--- src/rtl/reset_pkg.sv ---
// Shared state encoding and default timing constants for the reset sequencer.
package reset_pkg;

  typedef enum logic [1:0] {
    ST_ASSERT   = 2'd0,
    ST_WAIT_ACK = 2'd1,
    ST_RELEASE  = 2'd2,
    ST_RUN      = 2'd3
  } state_t;

  localparam int DEF_N_DOMAINS       = 2;
  localparam int DEF_DEBOUNCE_CYCLES = 16;
  localparam int DEF_MIN_PULSE       = 8;
  localparam int DEF_RELEASE_GAP     = 4;
  localparam int DEF_ACK_TIMEOUT     = 64;

  // One spare bit over the limit so a terminal count always fits.
  function automatic int cnt_width(input int limit);
    return $clog2(limit) + 1;
  endfunction

endpackage

--- src/rtl/btn_debounce.sv ---
// Push-button conditioner: two-flop synchronizer followed by a stability
// counter; btn_stable only follows the input after it has held a new value
// for DEBOUNCE_CYCLES consecutive samples.
module btn_debounce
  import reset_pkg::*;
#(
  parameter int DEBOUNCE_CYCLES = DEF_DEBOUNCE_CYCLES
) (
  input  logic clk,
  input  logic rst,
  input  logic btn_in,
  output logic btn_stable
);

  localparam int CW = cnt_width(DEBOUNCE_CYCLES);
  localparam logic [CW-1:0] CNT_LAST = CW'(DEBOUNCE_CYCLES - 1);

  logic          btn_meta;
  logic          btn_sync;
  logic [CW-1:0] cnt;

  // Bring the raw button into the clk domain.
  always_ff @(posedge clk) begin
    if (rst) begin
      btn_meta <= 1'b0;
      btn_sync <= 1'b0;
    end else begin
      btn_meta <= btn_in;
      btn_sync <= btn_meta;
    end
  end

  // Count consecutive disagreeing samples; accept the new level at terminal count.
  always_ff @(posedge clk) begin
    if (rst) begin
      cnt        <= '0;
      btn_stable <= 1'b0;
    end else if (btn_sync == btn_stable) begin
      cnt <= '0;
    end else if (cnt >= CNT_LAST) begin
      btn_stable <= btn_sync;
      cnt        <= '0;
    end else begin
      cnt <= cnt + 1'b1;
    end
  end

endmodule

--- src/rtl/reset_seq.sv ---
// Reset sequencer: holds every downstream domain in reset for a minimum
// pulse, waits for each domain to echo its reset, then releases domains in
// index order with a fixed gap before declaring the system ready.
//
//   state       | meaning
//   ------------+---------------------------------------------------------
//   ST_ASSERT   | all rst_req high, timing the minimum reset pulse
//   ST_WAIT_ACK | all rst_req high, waiting for every domain ack (bounded)
//   ST_RELEASE  | clearing rst_req bits in index order, RELEASE_GAP apart
//   ST_RUN      | all domains out of reset, sys_ready high
module reset_seq
  import reset_pkg::*;
#(
  parameter int N_DOMAINS       = DEF_N_DOMAINS,
  parameter int DEBOUNCE_CYCLES = DEF_DEBOUNCE_CYCLES,
  parameter int MIN_PULSE       = DEF_MIN_PULSE,
  parameter int RELEASE_GAP     = DEF_RELEASE_GAP,
  parameter int ACK_TIMEOUT     = DEF_ACK_TIMEOUT
) (
  input  logic                 clk,
  input  logic                 rst,
  input  logic                 btn_in,
  input  logic                 sw_rst_req,
  input  logic [N_DOMAINS-1:0] dom_ack,
  output logic [N_DOMAINS-1:0] rst_req,
  output logic                 sys_ready,
  output logic                 timeout_err
);

  localparam int PW = cnt_width(MIN_PULSE);
  localparam int AW = cnt_width(ACK_TIMEOUT);
  localparam int GW = cnt_width(RELEASE_GAP);
  localparam int IW = cnt_width(N_DOMAINS);

  localparam logic [PW-1:0] PULSE_LAST = PW'(MIN_PULSE - 1);
  localparam logic [AW-1:0] ACK_LAST   = AW'(ACK_TIMEOUT - 1);
  localparam logic [GW-1:0] GAP_LAST   = GW'(RELEASE_GAP - 1);
  localparam logic [IW-1:0] IDX_END    = IW'(N_DOMAINS);

  logic                 btn_stable;
  logic                 btn_stable_q;
  logic                 trigger;
  logic [N_DOMAINS-1:0] ack_meta;
  logic [N_DOMAINS-1:0] ack_sync;
  logic                 ack_all;

  state_t               state_q,     state_d;
  logic [PW-1:0]        pulse_cnt_q, pulse_cnt_d;
  logic [AW-1:0]        ack_cnt_q,   ack_cnt_d;
  logic [GW-1:0]        gap_cnt_q,   gap_cnt_d;
  logic [IW-1:0]        rel_idx_q,   rel_idx_d;
  logic [N_DOMAINS-1:0] rst_req_d;
  logic                 sys_ready_d;
  logic                 timeout_d;

  btn_debounce #(
    .DEBOUNCE_CYCLES (DEBOUNCE_CYCLES)
  ) u_debounce (
    .clk        (clk),
    .rst        (rst),
    .btn_in     (btn_in),
    .btn_stable (btn_stable)
  );

  // Synchronize domain acks and remember the last debounced button level.
  always_ff @(posedge clk) begin
    if (rst) begin
      ack_meta     <= '0;
      ack_sync     <= '0;
      btn_stable_q <= 1'b0;
    end else begin
      ack_meta     <= dom_ack;
      ack_sync     <= ack_meta;
      btn_stable_q <= btn_stable;
    end
  end

  // Only a press (rising debounced edge) requests a reset, not a release.
  assign trigger = (btn_stable & ~btn_stable_q) | sw_rst_req;
  assign ack_all = &ack_sync;

  // State, counters and all outputs are registered together.
  always_ff @(posedge clk) begin
    if (rst) begin
      state_q     <= ST_ASSERT;
      pulse_cnt_q <= '0;
      ack_cnt_q   <= '0;
      gap_cnt_q   <= '0;
      rel_idx_q   <= '0;
      rst_req     <= '1;
      sys_ready   <= 1'b0;
      timeout_err <= 1'b0;
    end else begin
      state_q     <= state_d;
      pulse_cnt_q <= pulse_cnt_d;
      ack_cnt_q   <= ack_cnt_d;
      gap_cnt_q   <= gap_cnt_d;
      rel_idx_q   <= rel_idx_d;
      rst_req     <= rst_req_d;
      sys_ready   <= sys_ready_d;
      timeout_err <= timeout_d;
    end
  end

  // Next-state and next-output logic; counters stop at their terminal count.
  always_comb begin
    state_d     = state_q;
    pulse_cnt_d = pulse_cnt_q;
    ack_cnt_d   = ack_cnt_q;
    gap_cnt_d   = gap_cnt_q;
    rel_idx_d   = rel_idx_q;
    rst_req_d   = rst_req;
    timeout_d   = timeout_err;

    if (trigger && state_q != ST_ASSERT) begin
      state_d     = ST_ASSERT;
      rst_req_d   = '1;
      pulse_cnt_d = '0;
      ack_cnt_d   = '0;
      gap_cnt_d   = '0;
      rel_idx_d   = '0;
    end else begin
      case (state_q)
        ST_ASSERT: begin
          rst_req_d = '1;
          if (trigger) begin
            pulse_cnt_d = '0;
          end else if (pulse_cnt_q >= PULSE_LAST) begin
            state_d     = ST_WAIT_ACK;
            pulse_cnt_d = '0;
            ack_cnt_d   = '0;
          end else begin
            pulse_cnt_d = pulse_cnt_q + 1'b1;
          end
        end
        ST_WAIT_ACK: begin
          rst_req_d = '1;
          if (ack_all || ack_cnt_q >= ACK_LAST) begin
            // A timeout still releases; the sticky flag records it.
            if (!ack_all) timeout_d = 1'b1;
            state_d      = ST_RELEASE;
            rst_req_d[0] = 1'b0;
            rel_idx_d    = IW'(1);
            gap_cnt_d    = '0;
            ack_cnt_d    = '0;
          end else begin
            ack_cnt_d = ack_cnt_q + 1'b1;
          end
        end
        ST_RELEASE: begin
          if (rel_idx_q >= IDX_END) begin
            state_d = ST_RUN;
          end else if (gap_cnt_q >= GAP_LAST) begin
            for (int i = 1; i < N_DOMAINS; i++) begin
              if (rel_idx_q == IW'(i)) rst_req_d[i] = 1'b0;
            end
            rel_idx_d = rel_idx_q + 1'b1;
            gap_cnt_d = '0;
          end else begin
            gap_cnt_d = gap_cnt_q + 1'b1;
          end
        end
        ST_RUN: begin
          rst_req_d = '0;
        end
        default: begin
          state_d   = ST_ASSERT;
          rst_req_d = '1;
        end
      endcase
    end

    sys_ready_d = (state_d == ST_RUN);
  end

endmodule

--- config.mk ---
export PLATFORM = sky130hd
export DESIGN_NAME = reset_seq
export DESIGN_NICKNAME = d
export VERILOG_FILES = /design/src/rtl/reset_pkg.sv /design/src/rtl/btn_debounce.sv /design/src/rtl/reset_seq.sv
export SDC_FILE = /design/constraint.sdc
export NUM_CORES = 1
export LEC_CHECK = 0
export ABC_AREA = 1
export BUFFER_PORTS_ARGS = -buffer_cell sky130_fd_sc_hd__clkbuf_2
export CAP_MARGIN = 40
export CORE_AREA = 5 5 62 64
export CTS_CLUSTER_SIZE = 10
export DETAILED_ROUTE_END_ITERATION = 16
export DIE_AREA = 0 0 67 69
export PLACE_DENSITY = 0.67
export SETUP_SLACK_MARGIN = 0.1
export SLEW_MARGIN = 10
export SYNTH_ARGS = -nofsm -noshare
export SYNTH_HDL_FRONTEND = slang
export SYNTH_SLANG_ARGS = --single-unit
--- constraint.sdc ---
create_clock -name clk -period 2.05 [get_ports clk]
set_clock_uncertainty 0.15 [all_clocks]
set_input_delay 0.41 -clock clk [delete_from_list [all_inputs] [get_ports clk]]
set_output_delay 0.41 -clock clk [all_outputs]
set_load 0.01 [all_outputs]
==> Word-level counts from Yosys, hierarchy flattened <==
Cells that the tools add are included.
{ "totals": {"ff_bits": 35, "in_bits": 6, "output_inout_bits": 4, "wordCells": 87} }
{ "op_classes": {"eq_ne": 12, "reduce_logical": 17, "bitwise": 6, "muxes": 26, "order_cmp": 5, "add_sub_neg": 5} }
{ "op_table": {"columns": ["op", "n"], "rows": [
  ["2-to-1 mux 7 bit", 3],
  ["2-to-1 mux 2 bit", 8],
  ["one-hot mux 7 bit (2 select lines)", 1],
  ["inequality test 2 bit (second input constant)", 6],
  ["2-to-1 mux 3 bit", 3],
  ["AND reduction 3 bit", 3],
  ["2-to-1 mux 4 bit", 2],
  ["AND reduction 4 bit", 2],
  ["adder 7 x 1 -> 7 bit (second input constant)", 1],
  [">= comparator 7 x 6 -> 1 bit (second input constant)", 1],
  ["equality test 2 bit (second input constant)", 3],
  ["one-hot mux 1 bit (3 select lines)", 2],
  ["one-hot mux 2 bit (3 select lines)", 1],
  ["one-hot mux 3 bit (2 select lines)", 1],
  ["nonzero test 2 bit", 3],
  ["adder 5 x 1 -> 5 bit (second input constant)", 1],
  [">= comparator 5 x 4 -> 1 bit (second input constant)", 1],
  ["adder 4 x 1 -> 4 bit (second input constant)", 1],
  ["equality test 2 x 1 -> 1 bit (second input constant)", 2],
  [">= comparator 4 x 3 -> 1 bit (second input constant)", 1],
  ["2-to-1 mux 1 bit", 4],
  ["inverter 1 bit", 4],
  ["one-hot mux 2 bit (2 select lines)", 1],
  ["AND reduction 2 bit", 2],
  ["other kinds (13)", 14]
]} }

==> Longest topological paths before layout <==
{ "depth": {"ltp_word": 7, "mapped_depth": 10, "mapped_depth_nobuf": 10} }

==> Modules after synthesis <==
From an unflattened synthesis, not the netlist that was laid out.
{ "unflattened": {"cells_unflattened": 215, "area_unflattened_um2": 1569.0} }
{ "modules_own_cells": {"columns": ["module", "area_per_inst_um2", "cells_per_inst", "instances", "seq_area_each_um2"], "rows": [
  ["reset_seq", 1241.2, 174, 1, 540.5],
  ["btn_debounce", 327.8, 41, 1, 160.2]
]} }

==> Worst setup path before layout <==
No wires, ideal clock.
{ "synth_path": {"path_kind": "register to register", "from": "reg gap_cnt_q[0]", "to": "reg rel_idx_q[1]", "path_stages_with_launch": 9, "path_slack_ns": 0.587, "setup_ns": 0.070, "path_buffers": 0, "arrival_time_ns": 1.243, "required_ns": 1.830, "cell_sequence": "dfxtp_1 > ha_1 > ha_1 > nand3b_1 > nor2_2 > nor2_1 > nand2_1 > nand2_1 > a21oi_1"} }
{ "synth_between": {"elab_chain_cells": 3} }
{ "synth_lines": {"columns": ["item", "line_no", "source"], "rows": [
  ["from (decl)", "reset_seq.sv:50", "logic [GW-1:0] gap_cnt_q, gap_cnt_d;"],
  ["from (signal assigned)", "reset_seq.sv:97", "gap_cnt_q <= gap_cnt_d;"],
  [">= comparator 3 x 2 -> 1 bit", "reset_seq.sv:153", "end else if (gap_cnt_q >= GAP_LAST) begin"],
  ["inequality test 2 bit (no source line)", null, null],
  ["AND reduction 4 bit (no source line)", null, null],
  ["to (signal assigned)", "reset_seq.sv:98", "rel_idx_q <= rel_idx_d;"],
  ["to (decl)", "reset_seq.sv:51", "logic [IW-1:0] rel_idx_q, rel_idx_d;"]
]} }
No other way between the ends.
A chain may end at the register's enable or synchronous reset.

==> Final worst setup path <==
Same ends and word-level chain as after synthesis.

==> key figures <==
Timing
  • RSZ-0062 raised after global routing: false
  • Total negative slack: 0 ns
  • Slew headroom: 0.800
  • Final hold viol count: 0
  • Setup ws final: ~0.43 ns
  • Final worst-path cycle share: 0.791
  • Crit path time final: around 1.6 ns
  • WHS: about 0.12 ns
  • Fmax: between 600 and 700 MHz
  • Worst slew pin tran: 0.300 ns
  • Final Max Tran Viols: 0
  • Final setup viols: 0

Die
  • Io pins: 10
  • DIE HEIGHT: around 70 um
  • Core footprint: around 3200 um2
  • Initial Util: 0.483
  • Die width: about 67 um
  • Row cnt: 21
  • Die area: 4620 um2

Worst setup path
  • CP required: 2.17 ns
  • Startpoint class of the critical path: register
  • Reg2reg start: gap_cnt_q[0]
  • CP startpoint: gap_cnt_q[0]
  • CP peak stage delay: approximately 0.35 ns
  • Critical Path AT: between 1.5 and 2 ns
  • CP max FO: 4
  • CP endpoint kind: register
  • CP max-delay cell: dfxtp_1
  • CP Cell Sequence: ha_1, ha_1, nand3b_1, nor2_2, nor2_1, nand2_1, nand2_1, a21oi_1
  • Crit Path Class: register to register

Power
  • Peak VDD IR: 323 uV
  • Pwr/cell area: between 600 and 700 nW/um2
  • P_leak: around 0.00073 uW

Clocking
  • Post-CTS Setup Bufs: 0
  • TritonCTS buffer count: 5
  • Clk root buf: clkbuf_4
  • CTS tree: built
  • H-tree levels: 2
  • Longest Clk Path Bufs: 2
  • Clk slew on worst S/H paths: roughly 0.10 ns
  • Clk_lat worst skew: between 0.3 and 0.4 ns
  • Cts hold-fix bufs: 0
  • Post-CTS resize count: 0
  • CTS Sinks: 35

Outcome
  • Status: finished clean

Logic synthesis
  • Synth top area share: 0.449
  • Cell count after synthesis: roughly 200
  • Most instantiated cells after synthesis: dfxtp_1, nand2_1, nor2_1, inv_1, nand3_1
  • Top FF cell, synth: dfxtp_1
  • Synthesized cell area: approximately 1600 um2
  • Area contributors post-synth: dfxtp_1, nand2_1, nor2_1, ha_1, inv_1
  • FFs w/ async S/R, synth: 0
  • Yosys warnings: 0
  • #FFs+latches synth: 35
  • Syn Area/Cell: a little under 8 um2
  • Post-synth EDFFs: 0
  • Sequential area share after synthesis: 0.449
  • Post-synth cell types: 29
  • Synth area leader: dfxtp_1
  • Synthesized netlist net count: 216

Global route
  • Largest net degree at the start of global routing: 11
  • Initial antenna violation count: 0
  • Total GRT Usage: 0.131
  • First-pass GRT wire length: ~4800 um
  • Number of global-route vias before repair: 1162
  • Total gr overflow: 0

Place
  • Pre-CTS setup slack: about 0.43 ns
  • DP Wirelength: 1960 um
  • Placed Area: ~1700 um2
  • # port buffers: 9
  • RePlAce Congestion: about 0.8

Layout
  • Finished Cell Area: about 1700 um2
  • Diode count: 0
  • Nets: roughly 230
  • Fraction of layout cells with a size suffix above 1: 0.176
  • Layout Area Growth over Synthesis: 8.97%

Drt
  • TritonRoute pass-1 iters: 4
  • Routed WL per cell: a little under 10 um
  • Detailed-route via count: between 1000 and 1500
  • DRC violations left: 0
  • DRT iter0 DRCs: 52
  • Via-per-instance ratio: between 4 and 5
  • Wirelength, routed: roughly 2600 um
  • Detail Route Antenna Nets: 0

Worst hold path
  • Min-delay src: dom_ack[0]
  • Hold Path Class: input pin to register

Flow run
  • Max_cap viols: 0
critical path: cells and delay by family, from the launching register on:
family | cells | cell delay, ns
flip-flops | 1 | 0.35
adder cells (fa/ha/maj) | 2 | 0.38
AO/OA/AOI/OAI | 1 | 0.11
AND/OR/NAND/NOR | 5 | 0.57
power by group:
part	internal, uW	total, uW	switching [uW]
combinational	13.5	37.1	23.6
sequential	687	691	3.81
clock	122	325	203
per-layer routing:
layer	vias up	wire length, um	track usage
li1	673	-	-
met2	12	1190	0.202
met1	556	1260	0.168
met3	5	83	0.0341
met4	0	49	0.0608
met5	-	0	0
flip-flops by register name (all words and copies together), names as in the netlist:
signal and cells:
ack_sync 2, sys_ready 1, gap_cnt_q 3, timeout_err 1, pulse_cnt_q 4, rel_idx_q 2
u_debounce.btn_stable 1, ack_meta 2, rst_req 2, u_debounce.btn_meta 1, state_q 2, u_debounce.cnt 5
btn_stable_q 1, u_debounce.btn_sync 1, ack_cnt_q 7
metrics by stage:
stage / utilization / power (uW) / instances
floorplan: - / 734 / 202
global placement: 0.514 / 743 / 256
detailed placement: 0.514 / 745 / 256
CTS: 0.527 / 1080 / 262
global route: 0.527 / 1110 / 262
finish: 0.527 / 1050 / 262
placed cells by master (no fill, tap or decap), drive strengths merged:
cell type / n
nand2: 42
a21o: 1
a21oi: 13
ha: 8
inv: 28
nor2: 37
nor3b: 1
o31ai: 1
nand4: 1
nand3: 17
o21ai: 8
nand3b: 3
a211oi: 1
dfxtp: 35
or2: 1
nor3: 1
o21bai: 2
nor4: 1
clkbuf: 15
cell families (layout without fill, tap and decap cells):
| family | count (synthesis) | count (layout) | share of synthesized area |
|---|---|---|---|
| buffers and inverters | 29 | 43 | 0.0713 |
| adders and majority gates | 8 | 8 | 0.0641 |
| and+or+nand+nor | 104 | 104 | 0.308 |
| AOI/OAI and AO/OA | 26 | 26 | 0.108 |
| DFF | 35 | 35 | 0.449 |
worst paths after layout:
check,endpoint,slack (ns),cells past startpoint
setup / recovery,rel_idx_q[1],0.43,8
hold / removal,ack_meta[0],0.12,3
setup reg to reg,rel_idx_q[1],0.43,8
hold reg to reg,ack_sync[0],0.26,2
area by class of cell:
class                   instances  area (um2)
well taps                      46        57.6
repair buffers                  9        45.0
clock buffers                   6        41.3
inverters                      28         108
fillers                       344        1530
multi-input cells             138         749
flip-flops and latches         35         701
(Power assumes the default switching activity.)
